===== src/rtl/ped_crossing_unit.sv =====
// ---------------------------------------------------------------------------
// ped_crossing_unit
//
// Pedestrian crossing controller for one crosswalk. A raw push-button is
// synchronised and debounced into a single press event. The press raises a
// crossing request towards the intersection controller. The controller's
// walk grant runs a timed WALK phase, then a flashing DON'T WALK clearance
// phase.
//
// Ports
//   clk          in   1  clock, rising edge
//   reset        in   1  synchronous, active-high reset
//   btn_raw      in   1  raw asynchronous bouncing push-button
//   ped_sat      in   1  walk grant from intersection controller (1 = walk)
//   ped_req      out  1  crossing request pending
//   walk_lamp    out  1  steady WALK lamp
//   dwalk_lamp   out  1  DON'T WALK lamp (steady, or flashing in clearance)
//   req_ack_led  out  1  "request registered" indicator on the button
//   countdown    out  8  cycles remaining in WALK / FLASH, 0 otherwise
//   req_timeout  out  1  one-cycle pulse each REQ_TIMEOUT cycles without grant
// ---------------------------------------------------------------------------
module ped_crossing_unit #(
    parameter int unsigned DEBOUNCE_CYCLES = 4,
    parameter int unsigned WALK_CYCLES     = 20,
    parameter int unsigned FLASH_CYCLES    = 10,
    parameter int unsigned FLASH_HALF      = 2,
    parameter int unsigned REQ_TIMEOUT     = 200
) (
    input  logic       clk,
    input  logic       reset,
    input  logic       btn_raw,
    input  logic       ped_sat,
    output logic       ped_req,
    output logic       walk_lamp,
    output logic       dwalk_lamp,
    output logic       req_ack_led,
    output logic [7:0] countdown,
    output logic       req_timeout
);

    localparam int unsigned DB_W = $clog2(DEBOUNCE_CYCLES + 1);
    localparam int unsigned FH_W = $clog2(FLASH_HALF + 1);
    localparam int unsigned WT_W = $clog2(REQ_TIMEOUT + 1);

    typedef enum logic [1:0] {
        ST_IDLE,
        ST_REQUESTED,
        ST_WALK,
        ST_FLASH
    } state_t;

    // ------------------------------------------------------------------
    // Button conditioning: 2-flop synchroniser, then a debouncer that only
    // accepts a new level after it has been seen on DEBOUNCE_CYCLES edges
    // in a row.
    // ------------------------------------------------------------------
    logic [1:0]      sync_q;
    logic            btn_s;
    logic            btn_db_q;
    logic            btn_db_prev_q;
    logic [DB_W-1:0] db_cnt_q;
    logic            ped_sat_prev_q;
    logic            press;
    logic            grant;

    assign btn_s = sync_q[1];

    always_ff @(posedge clk) begin
        if (reset) begin
            sync_q         <= 2'b00;
            btn_db_q       <= 1'b0;
            btn_db_prev_q  <= 1'b0;
            db_cnt_q       <= '0;
            ped_sat_prev_q <= 1'b0;
        end else begin
            sync_q         <= {sync_q[0], btn_raw};
            btn_db_prev_q  <= btn_db_q;
            ped_sat_prev_q <= ped_sat;
            if (btn_s == btn_db_q) begin
                db_cnt_q <= '0;
            end else if (db_cnt_q == DB_W'(DEBOUNCE_CYCLES - 1)) begin
                btn_db_q <= btn_s;
                db_cnt_q <= '0;
            end else begin
                db_cnt_q <= db_cnt_q + 1'b1;
            end
        end
    end

    // Rising edge of the debounced level: one event per physical press.
    assign press = btn_db_q & ~btn_db_prev_q;
    // History clears on reset, so ped_sat held high through reset release
    // is seen as a fresh grant.
    assign grant = ped_sat & ~ped_sat_prev_q;

    // ------------------------------------------------------------------
    // Crossing FSM
    // ------------------------------------------------------------------
    state_t          state_q, state_d;
    logic [7:0]      countdown_q, countdown_d;
    logic            walk_q, walk_d;
    logic            dwalk_q, dwalk_d;
    logic            ped_req_q, ped_req_d;
    logic            ack_q, ack_d;
    logic            timeout_q, timeout_d;
    logic [WT_W-1:0] wait_q, wait_d;
    logic [FH_W-1:0] flash_cnt_q, flash_cnt_d;
    logic            pending_q, pending_d;

    always_ff @(posedge clk) begin
        if (reset) begin
            state_q     <= ST_IDLE;
            countdown_q <= 8'd0;
            walk_q      <= 1'b0;
            dwalk_q     <= 1'b1;
            ped_req_q   <= 1'b0;
            ack_q       <= 1'b0;
            timeout_q   <= 1'b0;
            wait_q      <= '0;
            flash_cnt_q <= '0;
            pending_q   <= 1'b0;
        end else begin
            state_q     <= state_d;
            countdown_q <= countdown_d;
            walk_q      <= walk_d;
            dwalk_q     <= dwalk_d;
            ped_req_q   <= ped_req_d;
            ack_q       <= ack_d;
            timeout_q   <= timeout_d;
            wait_q      <= wait_d;
            flash_cnt_q <= flash_cnt_d;
            pending_q   <= pending_d;
        end
    end

    always_comb begin
        state_d     = state_q;
        countdown_d = countdown_q;
        walk_d      = walk_q;
        dwalk_d     = dwalk_q;
        ped_req_d   = ped_req_q;
        ack_d       = ack_q;
        timeout_d   = 1'b0;
        wait_d      = wait_q;
        flash_cnt_d = flash_cnt_q;
        pending_d   = pending_q;

        // Transitions and in-state housekeeping.
        case (state_q)
            ST_IDLE: begin
                // Grant beats a simultaneous press; the press is dropped.
                if (grant) begin
                    state_d = ST_WALK;
                end else if (press) begin
                    state_d = ST_REQUESTED;
                end
            end
            ST_REQUESTED: begin
                if (grant) begin
                    state_d = ST_WALK;
                end else if (wait_q == WT_W'(REQ_TIMEOUT - 1)) begin
                    timeout_d = 1'b1;
                    wait_d    = '0;
                end else begin
                    wait_d = wait_q + 1'b1;
                end
            end
            ST_WALK: begin
                // Grant withdrawn cuts WALK short into clearance.
                if (countdown_q == 8'd0 || !ped_sat) begin
                    state_d = ST_FLASH;
                end else begin
                    countdown_d = countdown_q - 8'd1;
                end
            end
            ST_FLASH: begin
                if (press) begin
                    pending_d = 1'b1;
                    ack_d     = 1'b1;
                end
                if (countdown_q == 8'd0) begin
                    state_d = pending_d ? ST_REQUESTED : ST_IDLE;
                end else begin
                    countdown_d = countdown_q - 8'd1;
                    if (flash_cnt_q == FH_W'(FLASH_HALF - 1)) begin
                        flash_cnt_d = '0;
                        dwalk_d     = ~dwalk_q;
                    end else begin
                        flash_cnt_d = flash_cnt_q + 1'b1;
                    end
                end
            end
            default: state_d = ST_IDLE;
        endcase

        // Entry values for the state being entered.
        if (state_d != state_q) begin
            pending_d = 1'b0;
            case (state_d)
                ST_IDLE: begin
                    ped_req_d   = 1'b0;
                    walk_d      = 1'b0;
                    dwalk_d     = 1'b1;
                    ack_d       = 1'b0;
                    countdown_d = 8'd0;
                end
                ST_REQUESTED: begin
                    ped_req_d   = 1'b1;
                    ack_d       = 1'b1;
                    walk_d      = 1'b0;
                    dwalk_d     = 1'b1;
                    countdown_d = 8'd0;
                    wait_d      = '0;
                end
                ST_WALK: begin
                    ped_req_d   = 1'b0;
                    ack_d       = 1'b0;
                    walk_d      = 1'b1;
                    dwalk_d     = 1'b0;
                    countdown_d = 8'(WALK_CYCLES - 1);
                end
                ST_FLASH: begin
                    ped_req_d   = 1'b0;
                    ack_d       = 1'b0;
                    walk_d      = 1'b0;
                    dwalk_d     = 1'b1;
                    countdown_d = 8'(FLASH_CYCLES - 1);
                    flash_cnt_d = '0;
                end
                default: ;
            endcase
        end
    end

    assign ped_req     = ped_req_q;
    assign walk_lamp   = walk_q;
    assign dwalk_lamp  = dwalk_q;
    assign req_ack_led = ack_q;
    assign countdown   = countdown_q;
    assign req_timeout = timeout_q;

endmodule

===== config.mk =====
export PLATFORM = sky130hd
export DESIGN_NAME = ped_crossing_unit
export DESIGN_NICKNAME = d
export VERILOG_FILES = /design/src/rtl/ped_crossing_unit.sv
export SDC_FILE = /design/constraint.sdc
export NUM_CORES = 1
export LEC_CHECK = 0
export ABC_CLOCK_PERIOD_IN_PS = 3600
export CAP_MARGIN = 20
export CORE_MARGIN = 2
export CORE_UTILIZATION = 59
export CTS_BUF_LIST = sky130_fd_sc_hd__clkbuf_8 sky130_fd_sc_hd__clkbuf_16
export DETAILED_ROUTE_END_ITERATION = 6
export GPL_ROUTABILITY_DRIVEN = 0
export PLACE_DENSITY_LB_ADDON = 0.15
export SLEW_MARGIN = 0
export SYNTH_ARGS = -nofsm -noshare
export SYNTH_HDL_FRONTEND = slang
export SYNTH_SLANG_ARGS = --single-unit

===== constraint.sdc =====
create_clock -name clk -period 3.6 [get_ports clk]
set_clock_uncertainty 0.1 [all_clocks]
set_input_delay 0.72 -clock clk [delete_from_list [all_inputs] [get_ports clk]]
set_output_delay 0.72 -clock clk [all_outputs]
set_load 0.03 [all_outputs]

==> results of run 1 <==
-- state kept, by name, indices dropped and copies added, names as in the netlist --
register	count
dwalk_lamp	1
ped_sat_prev_q	1
state_q	2
ped_req	1
btn_db_q	1
btn_db_prev_q	1
countdown	8
sync_q	2
walk_lamp	1
pending_q	1
wait_q	8
req_ack_led	1
flash_cnt_q	2
db_cnt_q	3
req_timeout	1
-- final cells by class --
class	instances	area (µm²)	share of cell area
multi-input combinational	122	808	0.442
tap	30	37.5	0.0205
clock inverter	2	8.76	0.00479
sequential	34	681	0.373
clock buffer	6	82.6	0.0452
inverter	13	48.8	0.0267
timing repair buffer	16	160	0.0877
-- metrics by stage --
step | utilization | setup slack, ns | instances | total power [W] | instance area (µm²)
2_1_floorplan | - | 1.66 | 172 | 0.000498 | 1550
3_3_place_gp | 0.701 | 0.959 | 215 | 0.000530 | 1740
3_5_place_dp | 0.701 | 0.882 | 215 | 0.000535 | 1740
4_1_cts | 0.737 | 1.20 | 223 | 0.000813 | 1830
5_1_grt | 0.737 | 1.03 | 223 | 0.000846 | 1830
6_report | 0.737 | 1.18 | 223 | 0.000810 | 1830
-- routing by layer --
layer / global-route usage / wire length [µm] / share of wire
met1: 0.276 / 1430 / 0.47
met2: 0.364 / 1450 / 0.48
met3: 0.0773 / 124 / 0.041
met4: 0.0941 / 51 / 0.017
met5: 0 / 0 / 0
-- critical path, stage by stage --
cell and delay [ns]:
clkdlybuf4s50_1 0.46, o21ai_0 0.46, a21oi_1 0.21, o21ai_2 0.45, o21ba_1 0.21
-- cell usage in the layout, fill, tap and decap left out, drive strengths merged, types with 6 or more instances in the layout --
master,n
nor2,15
xnor2,7
clkbuf,6
nand2,7
dfxtp,34
inv,14
nor3,7
o21ai,9
a21oi,10
nand3,7
clkdlybuf4s50,16
-- worst max path at each step --
| stage | depth (start not counted) | endpoint |
|---|---|---|
| 3_3_place_gp | 5 | countdown[7]$_SDFFE_PP0P_ |
| 6_report | 5 | countdown[7]$_SDFFE_PP0P_ |
| 3_5_place_dp | 5 | countdown[7]$_SDFFE_PP0P_ |
| 2_1_floorplan | 4 | countdown[7]$_SDFFE_PP0P_ |
| 5_1_grt | 5 | countdown[7]$_SDFFE_PP0P_ |
| 4_1_cts | 5 | countdown[7]$_SDFFE_PP0P_ |
-- kinds of logic after synthesis --
group           count (synthesis)
compound gates                 42
flops                          34
simple gates                   66
mux                             2
fa+ha+maj                       4
xor+xnor                        8
buf+inv                        16
-- power breakdown --
group | leakage, nW | total (W) | internal [W] | switching (W)
registers | 0.277 | 0.000407 | 0.000390 | 0.0000177
logic | 0.334 | 0.000120 | 0.0000520 | 0.0000683
clock network | 0.0524 | 0.000282 | 0.000151 | 0.000131
==> results.json, run 1 <==
{
  "status": "completed",
  "htreeDepth": 2,
  "synth_xor_area_frac": 0.0452,
  "syn_area_um2": 1550,
  "ys_top_cells_by_count": "dfxtp_1, nor2_1, inv_1",
  "coreArea_um2": 2480,
  "grt_use_total": 0.226,
  "crit_path_start": "ped_sat",
  "synthTopCellsByArea": "dfxtp_1, xnor2_1, nor2_1",
  "powerDensity_nw_per_um2": 443,
  "fin_nets": 200,
  "synth_compound_area_frac": 0.185,
  "worstSetupPathType": "input pin to register",
  "clock_latency_ns": 0.29,
  "routed_wl_mm": 3.06,
  "die_y_um": 55.3,
  "worst_slew_margin_rel": 0.565,
  "timing.rr.start": "countdown[0]$_SDFFE_PP0P_",
  "max_freq_mhz": 413,
  "grt_start_max_net_pins": 15,
  "post-cts-setup-buffer-count": 0,
  "clockBufferDepth": 2,
  "ctsResizeCount": 0,
  "max-cap-violations": 0,
  "max-vdd-ir-drop_mv": 0.481,
  "fill_cells": 200,
  "finalHoldViolCount": 0,
  "finalSetupViolCount": 0,
  "synth_edf_count": 0,
  "syn_inst": 172,
  "holdBufCountCts": 0,
  "synth_top_family_by_area": "simple AND/OR/NAND/NOR gates",
  "first_global_vias": 1208,
  "grt_pass1_wl_mm": 5.40,
  "start_util": 0.626,
  "syn_avg_cell_area_um2": 9.02,
  "syn_to_final_growth_pct": 17.7,
  "cts_root_buf": "clkbuf_8",
  "synthAdderAreaFrac": 0.0323,
  "hold_ws_ns": 0.339,
  "yosys.area_share.simple": 0.245,
  "syn_nets": 180,
  "wl_per_cell_um": 13.7,
  "antennaDiodeCount": 0,
  "fp.dieW_um": 55.3,
  "layout_worst_path_cycle_share": 0.672,
  "antenna_found_initial": 0,
  "leakagePower_nw": 0.663,
  "yosysTopAreaCellShare": 0.439,
  "vias": 1321,
  "r2r-end": "countdown[7]$_SDFFE_PP0P_",
  "yosys_warnings": 0,
  "final_max_slew_viol_count": 0,
  "cts.sinks": 34,
  "async_reset_ff_frac": 0,
  "cp.arrival_ns": 2.51,
  "fin_crit_ns": 2.42,
  "ys_seq_area_frac": 0.439,
  "gr-total-overflow": 0,
  "yosys.area.top_type": "dfxtp_1",
  "drt_pass1_iterations": 5,
  "start_kind": "input pin",
  "required_ns": 3.69,
  "route.detailed.drc": 0,
  "worstHoldPathCells": 1,
  "ant_nets": 0,
  "synth_flop_cell": "dfxtp_1",
  "dieArea_um2": 3060,
  "cts-buffers-inserted": 5,
  "rr_worst_depth": 6,
  "cp_max_fo": 10,
  "rsz0062_at_grt": "no",
  "numPortBuffers": 16,
  "tightest_slew_ns": 0.647,
  "synthDistinctLibCells": 49,
  "final_layout_size_suffix_gt1_frac": 0.0725,
  "cp-end-kind": "register",
  "vias_per_cell": 5.92,
  "hp-start": "db_cnt_q[0]$_SDFF_PP0_",
  "io_pins": 17,
  "cts.clk_slew.worst_paths_ns": 0.07,
  "rows": 18,
  "cts_tree": "built",
  "whs_endpoint": "db_cnt_q[0]$_SDFF_PP0_",
  "synthMuxAreaShare": 0.0129,
  "final.setup.tns_ns": 0,
  "yosysMostFrequentCell": "dfxtp_1",
  "place_hpwl_mm": 2.25,
  "hp-class": "register to register",
  "drt_iter0_drc": 21,
  "r2r_slack_ns": 1.41,
  "synth-seq-cells": 34
}
Note: power is estimated with default switching activity, not from simulation.
==> run 2: changes to the inputs <==
--- a/config.mk
+++ b/config.mk
@@ -5,10 +5,10 @@
 export SDC_FILE = /design/constraint.sdc
 export NUM_CORES = 1
 export LEC_CHECK = 0
-export ABC_CLOCK_PERIOD_IN_PS = 3600
+export ABC_CLOCK_PERIOD_IN_PS = 2400
 export CAP_MARGIN = 20
 export CORE_MARGIN = 2
-export CORE_UTILIZATION = 59
+export CORE_UTILIZATION = 55
 export CTS_BUF_LIST = sky130_fd_sc_hd__clkbuf_8 sky130_fd_sc_hd__clkbuf_16
 export DETAILED_ROUTE_END_ITERATION = 6
 export GPL_ROUTABILITY_DRIVEN = 0
==> constraint.sdc (replaced) <==
create_clock -name clk -period 2.4 [get_ports clk]
set_clock_uncertainty 0.1 [all_clocks]
set_input_delay 0.48 -clock clk [delete_from_list [all_inputs] [get_ports clk]]
set_output_delay 0.48 -clock clk [all_outputs]
set_load 0.03 [all_outputs]
==> results.json, run 2 (synthesis gave the netlist of run 1 again) <==
{
  "drt_iter0_drc": 28,
  "syn_to_final_growth_pct": 21.6,
  "layout_worst_path_cycle_share": 0.865,
  "cts-buffers-inserted": 5,
  "fin_nets": 205,
  "gr-usage-met3": 0.0544,
  "final_cell_mix": "dfxtp_1, clkdlybuf4s50_1, nor2_1",
  "vias_per_cell": 5.89,
  "drt_pass1_iterations": 4,
  "finish.instance_area_um2": 1890,
  "start_util": 0.572,
  "start_kind": "register",
  "whs_endpoint": "db_cnt_q[0]$_SDFF_PP0_",
  "total_power_w": 0.00134,
  "worst_slew_margin_rel": 0.596,
  "post-cts-setup-buffer-count": 0,
  "gr-total-overflow": 0,
  "dp.cells": 221,
  "use_met2": 0.374,
  "r2r_slack_ns": 0.32,
  "dieArea_um2": 3260,
  "max-vdd-ir-drop_mv": 0.844,
  "finalHoldViolCount": 0,
  "cts_root_buf": "clkbuf_8",
  "place_hpwl_mm": 2.31,
  "placed_area_um2": 1770,
  "io_pins": 17,
  "max_freq_mhz": 482,
  "wl_per_cell_um": 14.2,
  "htreeDepth": 2,
  "numPortBuffers": 16,
  "cts.sinks": 34,
  "final_max_slew_viol_count": 0,
  "die_y_um": 57.1,
  "cts_tree": "built",
  "antenna_found_initial": 0,
  "hp-class": "register to register",
  "worstHoldPathCells": 1,
  "fp.dieW_um": 57.1,
  "grt_start_max_net_pins": 14,
  "ant_nets": 0,
  "routed_wl_mm": 3.24,
  "cts.clk_slew.worst_paths_ns": 0.07,
  "regArea_um2": 681,
  "rr_worst_depth": 7,
  "first_global_vias": 1332,
  "route.detailed.drc": 0,
  "layout_commonest_cell": "dfxtp_1",
  "worstSetupPathType": "register to register",
  "rsz0062_at_grt": "no",
  "hp-start": "db_cnt_q[0]$_SDFF_PP0_",
  "holdBufCountCts": 0,
  "multiInputGateArea_um2": 808,
  "antennaDiodeCount": 0,
  "powerDensity_nw_per_um2": 710,
  "grt_use_total": 0.230,
  "clockBufferDepth": 2,
  "max-cap-violations": 0,
  "vias": 1344,
  "grt_pass1_wl_mm": 5.80,
  "grtUsageMet1": 0.281,
  "required_ns": 2.48,
  "cp-end-kind": "register",
  "fill_cells": 224,
  "rows": 19,
  "top_usage_layer": "met2",
  "ctsResizeCount": 0,
  "leakagePower_nw": 0.692,
  "coreArea_um2": 2710,
  "finalSetupViolCount": 0,
  "final.setup.tns_ns": 0,
  "status": "completed",
  "timing.rr.start": "countdown[0]$_SDFFE_PP0P_",
  "r2r-end": "countdown[7]$_SDFFE_PP0P_",
  "final_layout_size_suffix_gt1_frac": 0.0964,
  "final_cells": 228,
  "fin_crit_ns": 2.08,
  "worst_slack_ns": 0.324,
  "cp.arrival_ns": 2.16,
  "cp_max_fo": 9,
  "place_ws_ns": 0.104,
  "clock_latency_ns": 0.29,
  "tightest_slew_ns": 0.602
}
[run 2: cell types whose count changed in the layout (fill, tap and decap cells not counted)]
cell,previous run,this run
clkinv_2,1,0
buf_4,0,5
inv_1,14,13
bufinv_16,0,1
[run 2: metal layers]
| metal | vias up | routed length [µm] | share of wire |
|---|---|---|---|
| met5 | - | 0 | 0 |
| met4 | 0 | 79 | 0.024 |
| met3 | 8 | 124 | 0.038 |
| met2 | 24 | 1570 | 0.48 |
| met1 | 642 | 1470 | 0.45 |
| li1 | 670 | - | - |
[run 2: how the worst max path moves through the flow]
stage,from,to,cells after the start
after detailed placement,ped_sat,countdown[7]$_SDFFE_PP0P_,6
final,countdown[0]$_SDFFE_PP0P_,countdown[7]$_SDFFE_PP0P_,7
after CTS,countdown[3]$_SDFFE_PP0P_,countdown[3],1
after floorplan,countdown[0]$_SDFFE_PP0P_,countdown[7]$_SDFFE_PP0P_,6
after global placement,ped_sat,countdown[7]$_SDFFE_PP0P_,6
after global routing,countdown[0]$_SDFFE_PP0P_,countdown[7]$_SDFFE_PP0P_,7
[run 2: cell type report]
| class | count | share of cell area |
|---|---|---|
| timing repair buffer | 21 | 0.105 |
| sequential | 34 | 0.361 |
| clock inverter | 1 | 0.0159 |
| tap | 31 | 0.0206 |
| multi-input combinational | 122 | 0.428 |
| inverter | 13 | 0.0259 |
| clock buffer | 6 | 0.0438 |
[run 2: worst max-delay path: stages (launching register included)]
cell     delay [ns]
dfxtp_1        0.36
inv_1          0.08
ha_1           0.19
nor4b_4        0.46
a21oi_1        0.26
o21ai_2        0.21
buf_4          0.16
o21ba_1        0.15
[run 2: per-stage QoR]
stage / util / hold slack (ns)
4_1_cts: 0.696 / 0.349
3_5_place_dp: 0.655 / 0.325
6_report: 0.696 / 0.345
3_3_place_gp: 0.655 / 0.306
2_1_floorplan: - / 0.299
5_1_grt: 0.696 / 0.370
[run 2: report_power, final]
part,total (W),switching (W),internal [W]
sequential,0.000612,0.0000276,0.000584
combinational,0.000190,0.000105,0.0000857
clock,0.000537,0.000205,0.000332
total,0.00134,0.000337,0.00100
